===== src/rtl/seven_segment_pkg.sv =====
// Shared types and constants for the seven-segment scan controller.
package seven_segment_pkg;

   typedef enum logic {
      BLANK = 1'b0,
      SHOW  = 1'b1
   } scan_state_t;

   // Brightness is expressed in eighths of a slot.
   localparam int DUTY_STEPS = 8;

endpackage


===== src/rtl/seven_segment_slot_timer.sv =====
// Alternates BLANK (dead_cycles) and SHOW (slot_cycles) phases and flags the
// last cycle of each phase so the controller can act on the phase edges.
module seven_segment_slot_timer
   import seven_segment_pkg::*;
#(
   parameter int slot_cycles = 16,
   parameter int dead_cycles = 2,
   parameter int cnt_w       = 5
) (
   input  logic             clk,
   input  logic             rst,
   output scan_state_t      state,
   output logic [cnt_w-1:0] cnt,
   output logic             blank_end,
   output logic             show_end
);

   assign blank_end = (state == BLANK) && (cnt == cnt_w'(dead_cycles - 1));
   assign show_end  = (state == SHOW)  && (cnt == cnt_w'(slot_cycles - 1));

   // NOTE: sequential state is updated with non-blocking assignments so every
   // register samples the pre-edge values of the others.
   always_ff @(posedge clk or posedge rst) begin
      if (rst) begin
         state <= BLANK;
         cnt   <= '0;
      end else if (blank_end) begin
         state <= SHOW;
         cnt   <= '0;
      end else if (show_end) begin
         state <= BLANK;
         cnt   <= '0;
      end else begin
         cnt   <= cnt + cnt_w'(1);
      end
   end

endmodule


===== src/rtl/seven_segment_scan_controller.sv =====
// Multiplexed seven-segment driver: double-buffered frame data committed only at
// frame boundaries, per-digit enable mask and PWM brightness, all outputs registered.
module seven_segment_scan_controller
   import seven_segment_pkg::*;
#(
   parameter int clk_mhz     = 50,
   parameter int w_digit     = 8,
   parameter int slot_cycles = clk_mhz * 1000,
   parameter int dead_cycles = 4
) (
   input  logic                 clk,
   input  logic                 rst,
   input  logic                 load_valid,
   output logic                 load_ready,
   input  logic [w_digit*8-1:0] load_segs,
   input  logic [w_digit-1:0]   load_en,
   input  logic [2:0]           brightness,
   output logic [7:0]           abcdefgh,
   output logic [w_digit-1:0]   digit,
   output logic                 frame_start
);

   localparam int CNT_W = $clog2((slot_cycles > dead_cycles ? slot_cycles : dead_cycles) + 1);
   localparam int IDX_W = (w_digit > 1) ? $clog2(w_digit) : 1;
   localparam int PW    = CNT_W + $clog2(DUTY_STEPS) + 1;

   scan_state_t          state;
   logic [CNT_W-1:0]     cnt;
   logic                 blank_end;
   logic                 show_end;

   logic [IDX_W-1:0]     idx;
   logic [w_digit*8-1:0] active_segs;
   logic [w_digit*8-1:0] pending_segs;
   logic [w_digit-1:0]   active_en;
   logic [w_digit-1:0]   pending_en;
   logic                 pending_full;
   logic [CNT_W-1:0]     on_cycles;

   logic                 boundary;
   logic                 commit;
   logic                 accept;
   logic [w_digit*8-1:0] show_segs;
   logic [w_digit-1:0]   show_en;
   logic [PW-1:0]        duty_prod;
   logic [CNT_W-1:0]     on_next;
   logic                 lit_next;
   logic [7:0]           seg_next;
   logic                 pending_full_next;

   seven_segment_slot_timer #(
      .slot_cycles (slot_cycles),
      .dead_cycles (dead_cycles),
      .cnt_w       (CNT_W)
   ) u_timer (
      .clk       (clk),
      .rst       (rst),
      .state     (state),
      .cnt       (cnt),
      .blank_end (blank_end),
      .show_end  (show_end)
   );

   assign boundary = blank_end && (idx == '0);
   assign commit   = boundary && pending_full;
   assign accept   = load_valid && load_ready;

   // Data being committed this edge must already drive the first SHOW cycle.
   assign show_segs = commit ? pending_segs : active_segs;
   assign show_en   = commit ? pending_en   : active_en;

   assign pending_full_next = accept || (pending_full && !commit);

   // NOTE: every always_comb output gets a default first so no latch is inferred.
   always_comb begin
      duty_prod = PW'(slot_cycles) * (PW'(brightness) + PW'(1));
      on_next   = CNT_W'(duty_prod >> $clog2(DUTY_STEPS));
      seg_next  = show_segs[8*idx +: 8];
      lit_next  = 1'b0;
      if (blank_end) begin
         lit_next = show_en[idx];
      end else if (state == SHOW && !show_end) begin
         lit_next = active_en[idx] && ((cnt + CNT_W'(1)) < on_cycles);
      end
   end

   // NOTE: the frame buffers are cleared on reset so a stale frame can never reappear.
   always_ff @(posedge clk or posedge rst) begin
      if (rst) begin
         idx          <= '0;
         active_segs  <= '0;
         pending_segs <= '0;
         active_en    <= '0;
         pending_en   <= '0;
         pending_full <= 1'b0;
         on_cycles    <= '0;
         load_ready   <= 1'b0;
         frame_start  <= 1'b0;
         digit        <= '0;
         abcdefgh     <= '0;
      end else begin
         if (show_end) begin
            idx <= (idx == IDX_W'(w_digit - 1)) ? '0 : idx + IDX_W'(1);
         end
         if (blank_end) begin
            on_cycles <= on_next;
         end
         if (commit) begin
            active_segs <= pending_segs;
            active_en   <= pending_en;
         end
         if (accept) begin
            pending_segs <= load_segs;
            pending_en   <= load_en;
         end
         pending_full <= pending_full_next;
         load_ready   <= !pending_full_next;
         frame_start  <= boundary;
         digit        <= lit_next ? (w_digit'(1) << idx) : '0;
         abcdefgh     <= lit_next ? seg_next : 8'h00;
      end
   end

endmodule


===== config.mk =====
export PLATFORM = sky130hd
export DESIGN_NAME = seven_segment_scan_controller
export DESIGN_NICKNAME = d
export VERILOG_FILES = /design/src/rtl/seven_segment_pkg.sv /design/src/rtl/seven_segment_slot_timer.sv /design/src/rtl/seven_segment_scan_controller.sv
export SDC_FILE = /design/constraint.sdc
export NUM_CORES = 1
export LEC_CHECK = 0
export ABC_CLOCK_PERIOD_IN_PS = 8600
export CELL_PAD_IN_SITES_DETAIL_PLACEMENT = 1
export CELL_PAD_IN_SITES_GLOBAL_PLACEMENT = 2
export CORE_AREA = 2 2 132 185
export CTS_CLUSTER_DIAMETER = 60
export DETAILED_ROUTE_END_ITERATION = 16
export DIE_AREA = 0 0 134 187
export PLACE_DENSITY_LB_ADDON = 0.12
export SYNTH_ARGS = -nofsm -noshare
export SYNTH_HDL_FRONTEND = slang
export SYNTH_SLANG_ARGS = --single-unit

===== constraint.sdc =====
create_clock -name clk -period 8.6 [get_ports clk]
set_input_delay 1.72 -clock clk [delete_from_list [all_inputs] [get_ports clk]]
set_output_delay 1.72 -clock clk [all_outputs]
set_load 0.03 [all_outputs]

== Yosys cells after proc, flatten, opt, wreduce, memory -nomap -nowiden ==
Cells that the tools add are included.

* Output and inout bits: 18
* Bits in registers: 198
* Bits of input ports: 78

* Bitwise operators: 1
* Equal/unequal tests: 3
* Order comparisons: 2
* Reduce and logical (&&, ||, !) cells: 14
* Mux-type cells: 15
* $mul: 1
* Add/sub/neg operators: 3
* Shift operators: 2

{| class="wikitable"
|+ Operator list
! kind !! number
|-
| 2-to-1 mux 64 bit || 1
|-
| variable part select 64 x 7 -> 8 bit || 1
|-
| 2-to-1 mux 16 bit || 2
|-
| 2-to-1 mux 8 bit || 3
|-
| adder 16 x 1 -> 16 bit, second input constant || 1
|-
| equality test 16 bit, second input constant || 1
|-
| equality test 16 x 2 -> 1 bit, second input constant || 1
|-
| < comparator 16 bit || 1
|-
| multiplier 12 x 4 -> 15 bit, first input constant || 1
|-
| logical AND 1 bit || 8
|-
| << shifter 1 x 3 -> 8 bit, first input constant || 1
|-
| binary-select mux 1 bit (select 3 bit) || 2
|-
| 2-to-1 mux 1 bit || 6
|-
| adder 3 x 1 -> 4 bit, second input constant || 1
|-
| < comparator 3 x 4 -> 1 bit, second input constant || 1
|-
| adder 3 x 1 -> 3 bit, second input constant || 1
|-
| equality test 3 bit, second input constant || 1
|-
| zero test 1 bit || 3
|-
| zero test 3 bit || 1
|-
| 2-to-1 mux 3 bit || 1
|-
| nonzero test 2 bit || 1
|-
| logical OR 1 bit || 1
|-
| NOT 1 bit || 1
|}

== Depth between registers and ports, before layout ==
* Word-level depth: 9
* Depth in mapped cells: 14
* Mapped depth without buffers: 14

== Hierarchy ==
A second synthesis with hierarchy kept.

* Cell total of the unflattened synthesis: 696
* Area total of the unflattened synthesis: 9,092.5 µm²

{| class="wikitable"
|+ Modules (own cells, without submodules)
! module !! times used !! sequential area each (µm²) !! area each (µm²) !! cells an instance
|-
| seven_segment_scan_controller || 1 || 4,529.3 || 8,270.4 || 614
|-
| seven_segment_slot_timer || 1 || 425.4 || 822.0 || 82
|}

== Least setup slack after synthesis ==
No wires, ideal clock.

* Kind: input-to-reg
* Start point: input port brightness[0]
* End point: register on_cycles[15]
* Stages: 12
* Data required time: 8,469 ps
* Path slack: 4,266 ps
* Arrival: 4,203 ps
* Path through: inv_1 -> ha_1 -> ha_1 -> ha_1 -> ha_1 -> and3b_1 -> o21a_1 -> o21ai_0 -> a2111oi_0 -> o21ai_0 -> xor2_1 -> mux2i_1

* Word-level cells in the longest chain between the ends: 2

{| class="wikitable"
|+ Ends and longest elaborated chain
! item !! RTL line !! text
|-
| from (decl) || seven_segment_scan_controller.sv:17 || <nowiki>input logic [2:0] brightness,</nowiki>
|-
| adder 3 x 1 -> 4 bit || seven_segment_scan_controller.sv:76 || <nowiki>duty_prod = PW'(slot_cycles) * (PW'(brightness) + PW'(1));</nowiki>
|-
| multiplier 12 x 4 -> 15 bit || seven_segment_scan_controller.sv:76 ||
|-
| to (signal assigned) || seven_segment_scan_controller.sv:106 || <nowiki>on_cycles <= on_next;</nowiki>
|-
| to (decl) || seven_segment_scan_controller.sv:38 || <nowiki>logic [CNT_W-1:0] on_cycles;</nowiki>
|}

No other way between the ends.
A chain may end at the register's enable or synchronous reset.

== Final worst setup path ==
Same ends and word-level chain as after synthesis.

==> impl_metrics.tcl <==
set metrics [dict create \
    ant_nets 0 \
    antenna_found_initial 0 \
    drc 0 \
    final_area_mm2 0.0110 \
    tns_ns 0 \
    drive_above_1_share_pct 31.1 \
    die_y_um 187 \
    synth_ff_type "dfrtp_1" \
    worst_ep_arrival_time_ns 5.33 \
    dr.max_layer_used "met4" \
    fin_worst_skew_ns 0.00841 \
    postSynthCellCount 664 \
    p_per_area_mw_per_mm2 200 \
    drtPass1Iterations 4 \
    critPathLaunchType "input pin" \
    synth-xor-area-share_pct 2.86 \
    cap_violations 0 \
    cts_tree "yes" \
    path_class "in2reg" \
    rsz0062_at_grt "no" \
    synth_simple_gate_area_share_pct 6.11 \
    slew_headroom_pct 29.0 \
    clock_latency_ns 0.43 \
    syn_to_final_growth_pct 19.7 \
    first_global_vias 6244 \
    ioPinCount 96 \
    htree_num_levels 4 \
    synth_seq_area_share_pct 54.0 \
    netlist_top_cells_area "dfrtp_1 (54%), mux2_2 (22%), ha_1 (5.3%)" \
    synth-compound-area-share_pct 2.71 \
    async_flop_share_pct 100 \
    wl_met1_um 8070 \
    port_buffers 95 \
    grt_max_degree 120 \
    nets 871 \
    dr_wl_met3_um 597 \
    hold_viol_final 0 \
    cts_resized 0 \
    first_iter_violations 127 \
    fp.dieArea_mm2 0.0251 \
    ctsHoldBuffers 0 \
    yosysUniqueCellTypes 46 \
    tightest_slew_ns 1.06 \
    via_per_inst 5.09 \
    synth_top_area_share_pct 54.0 \
    slew_violations 0 \
    clock.fmax_ghz 0.198 \
    stdcell_count 1076 \
    place_congestion 0.747 \
    critical_path_required_ns 8.89 \
    placed_cell_area_mm2 0.0104 \
    leakage_nw 5.13 \
    layout_setup_ws_ns 3.55 \
    rows 67 \
    grt_pass1_wl_um 34000 \
    cts.sinks 198 \
    fin_crit_sh_pct 58.7 \
    cp_max_fo 7 \
    post_cts_buffers 0 \
    vias 5482 \
    start_util_pct 39.0 \
    cts-buffers-inserted 17 \
    syn_avg_cell_area_um2 13.8 \
    grt_overflow 0 \
    place_ws_ns 3.09 \
    core_mm2 0.0236 \
    place_inst 1044 \
    synthMuxAreaShare_pct 26.1 \
    netlist_area_mm2 0.00918 \
    timing.final.crit_period_ns 5.05 \
    synth_edf_count 0 \
    synth_top_family_by_area "multiplexers" \
    yosys.area.top_type "dfrtp_1" \
    yosys_warnings 0 \
    clockRootBuffer "clkbuf_16" \
    ys_ff_latch 198 \
    synth_fp_nets 782 \
    worst_ir_drop_vdd_mv 0.143 \
    wl_met2_um 12000 \
    clk_pin_slew_ns 0.07 \
    synth_fa_ha_area_share_pct 5.53 \
    worstHoldPathType "reg2reg" \
    dp_hpwl_um 14900 \
    clockBufferDepth 2 \
    setup_viol 0 \
    wl_per_cell_um 19.6 \
    track_usage_pct 17.8 \
    fillers 2401 \
    finalWirelength_um 21000 \
    die_x_um 134 \
    crit_path_end_kind "flop" \
    status "completed" \
    n_antenna_cell 0 \
]
## registers in the layout, summed over array words and instances, names as in the netlist
register / flops
pending_en: 8
abcdefgh: 8
frame_start: 1
u_timer.state: 1
pending_full: 1
on_cycles: 15
digit: 8
u_timer.cnt: 16
pending_segs: 64
idx: 3
active_segs: 64
load_ready: 1
active_en: 8
## logic make-up (layout without fill, tap and decap cells)
family                   Yosys count  count (layout)
flip-flops                       198             198
buffers and inverters             58             160
AO/OA/AOI/OAI                     39              39
XOR/XNOR                          30              30
adder cells (fa/ha/maj)           40              40
AND/OR/NAND/NOR                  100             100
multiplexers                     199             199
## synth_stat cells (all sizes together), types with 8 or more instances
cell type / number
mux4: 14
nor2: 10
o21ai: 15
mux2: 181
dfrtp: 198
buf: 14
xor2: 13
nand2: 26
ha: 39
nor2b: 13
and3: 14
xnor2: 17
clkbuf: 16
a21o: 8
inv: 28
nor3: 9
## per-layer routing
metal  vias up  global-route usage, %
li1       2523                      -
met2        86                   33.8
met3        22                   3.31
met1      2851                   19.4
met5         -                      0
met4         0                   6.18
## layout by cell type (no fill, tap or decap), types with 2 or more instances in the layout
master and n:
and3_1 14, o31ai_1 2, a21o_1 8, nor4_1 4, o21ai_0 15, a221o_1 2, ha_1 39, mux2i_1 4
nor3_1 8, nand4_1 3, mux2_2 181, xor2_1 13, clkbuf_16 17, nand3_1 7, or2_2 2, buf_4 5
clkdlybuf4s50_1 95, bufinv_16 2, clkbuf_1 2, clkinv_2 5, xnor2_1 17, clkinv_4 3, a21oi_1 6, nand2b_1 3
nor2_1 10, dfrtp_1 198, nor2b_1 13, nand2_1 24, mux4_2 14, clkinvlp_4 3, inv_1 27
## worst max-delay path, stage by stage
cell and delay, ns:
clkdlybuf4s50_1 0.67, inv_1 0.21, ha_1 0.42, ha_1 0.36, ha_1 0.29, ha_1 0.34
and3b_1 0.22, o21a_1 0.19, o21ai_0 0.28, a2111oi_0 0.17, o21ai_0 0.22, xor2_1 0.16
mux2i_1 0.08
## area by class of cell
type	count	area [um2]	share of cell area (%)
clock buffers	19	433	3.94
well taps	310	388	3.53
multi-input cells	408	3980	36.2
clock inverters	13	134	1.22
inverters	28	113	1.02
repair buffers	100	988	8.99
flip-flops and latches	198	4950	45.1
## final timing paths
check	startpoint	slack [ns]	endpoint	cells past startpoint
worst max-delay path	brightness[0]	3.55	on_cycles[15]	13
worst min-delay path	u_timer.cnt[0]	0.48	u_timer.cnt[0]	1
worst max register to register	idx[1]	4.55	abcdefgh[3]	10
worst min register to register	u_timer.cnt[0]	0.48	u_timer.cnt[0]	1
max in group asynchronous	rst	5.29	pending_segs[61]	3
min in group asynchronous	rst	1.82	active_en[3]	2
## stage by stage
step                total power, mW  util, %  hold WS (ns)
finish                         2.20     46.7         0.479
global route                   2.32     46.7         0.510
CTS                            2.24     46.7         0.493
detailed placement             1.45     44.3         0.475
global placement               1.43     44.3         0.453
floorplan                      1.33        -         0.431
## where the power goes
group	total (mW)	switching [mW]	internal [mW]	leakage, nW
registers	1.15	0.0790	1.07	2.55
logic	0.279	0.111	0.168	2.31
clock network	0.770	0.343	0.427	0.272
No activity file was read; power rests on OpenSTA's default activity.
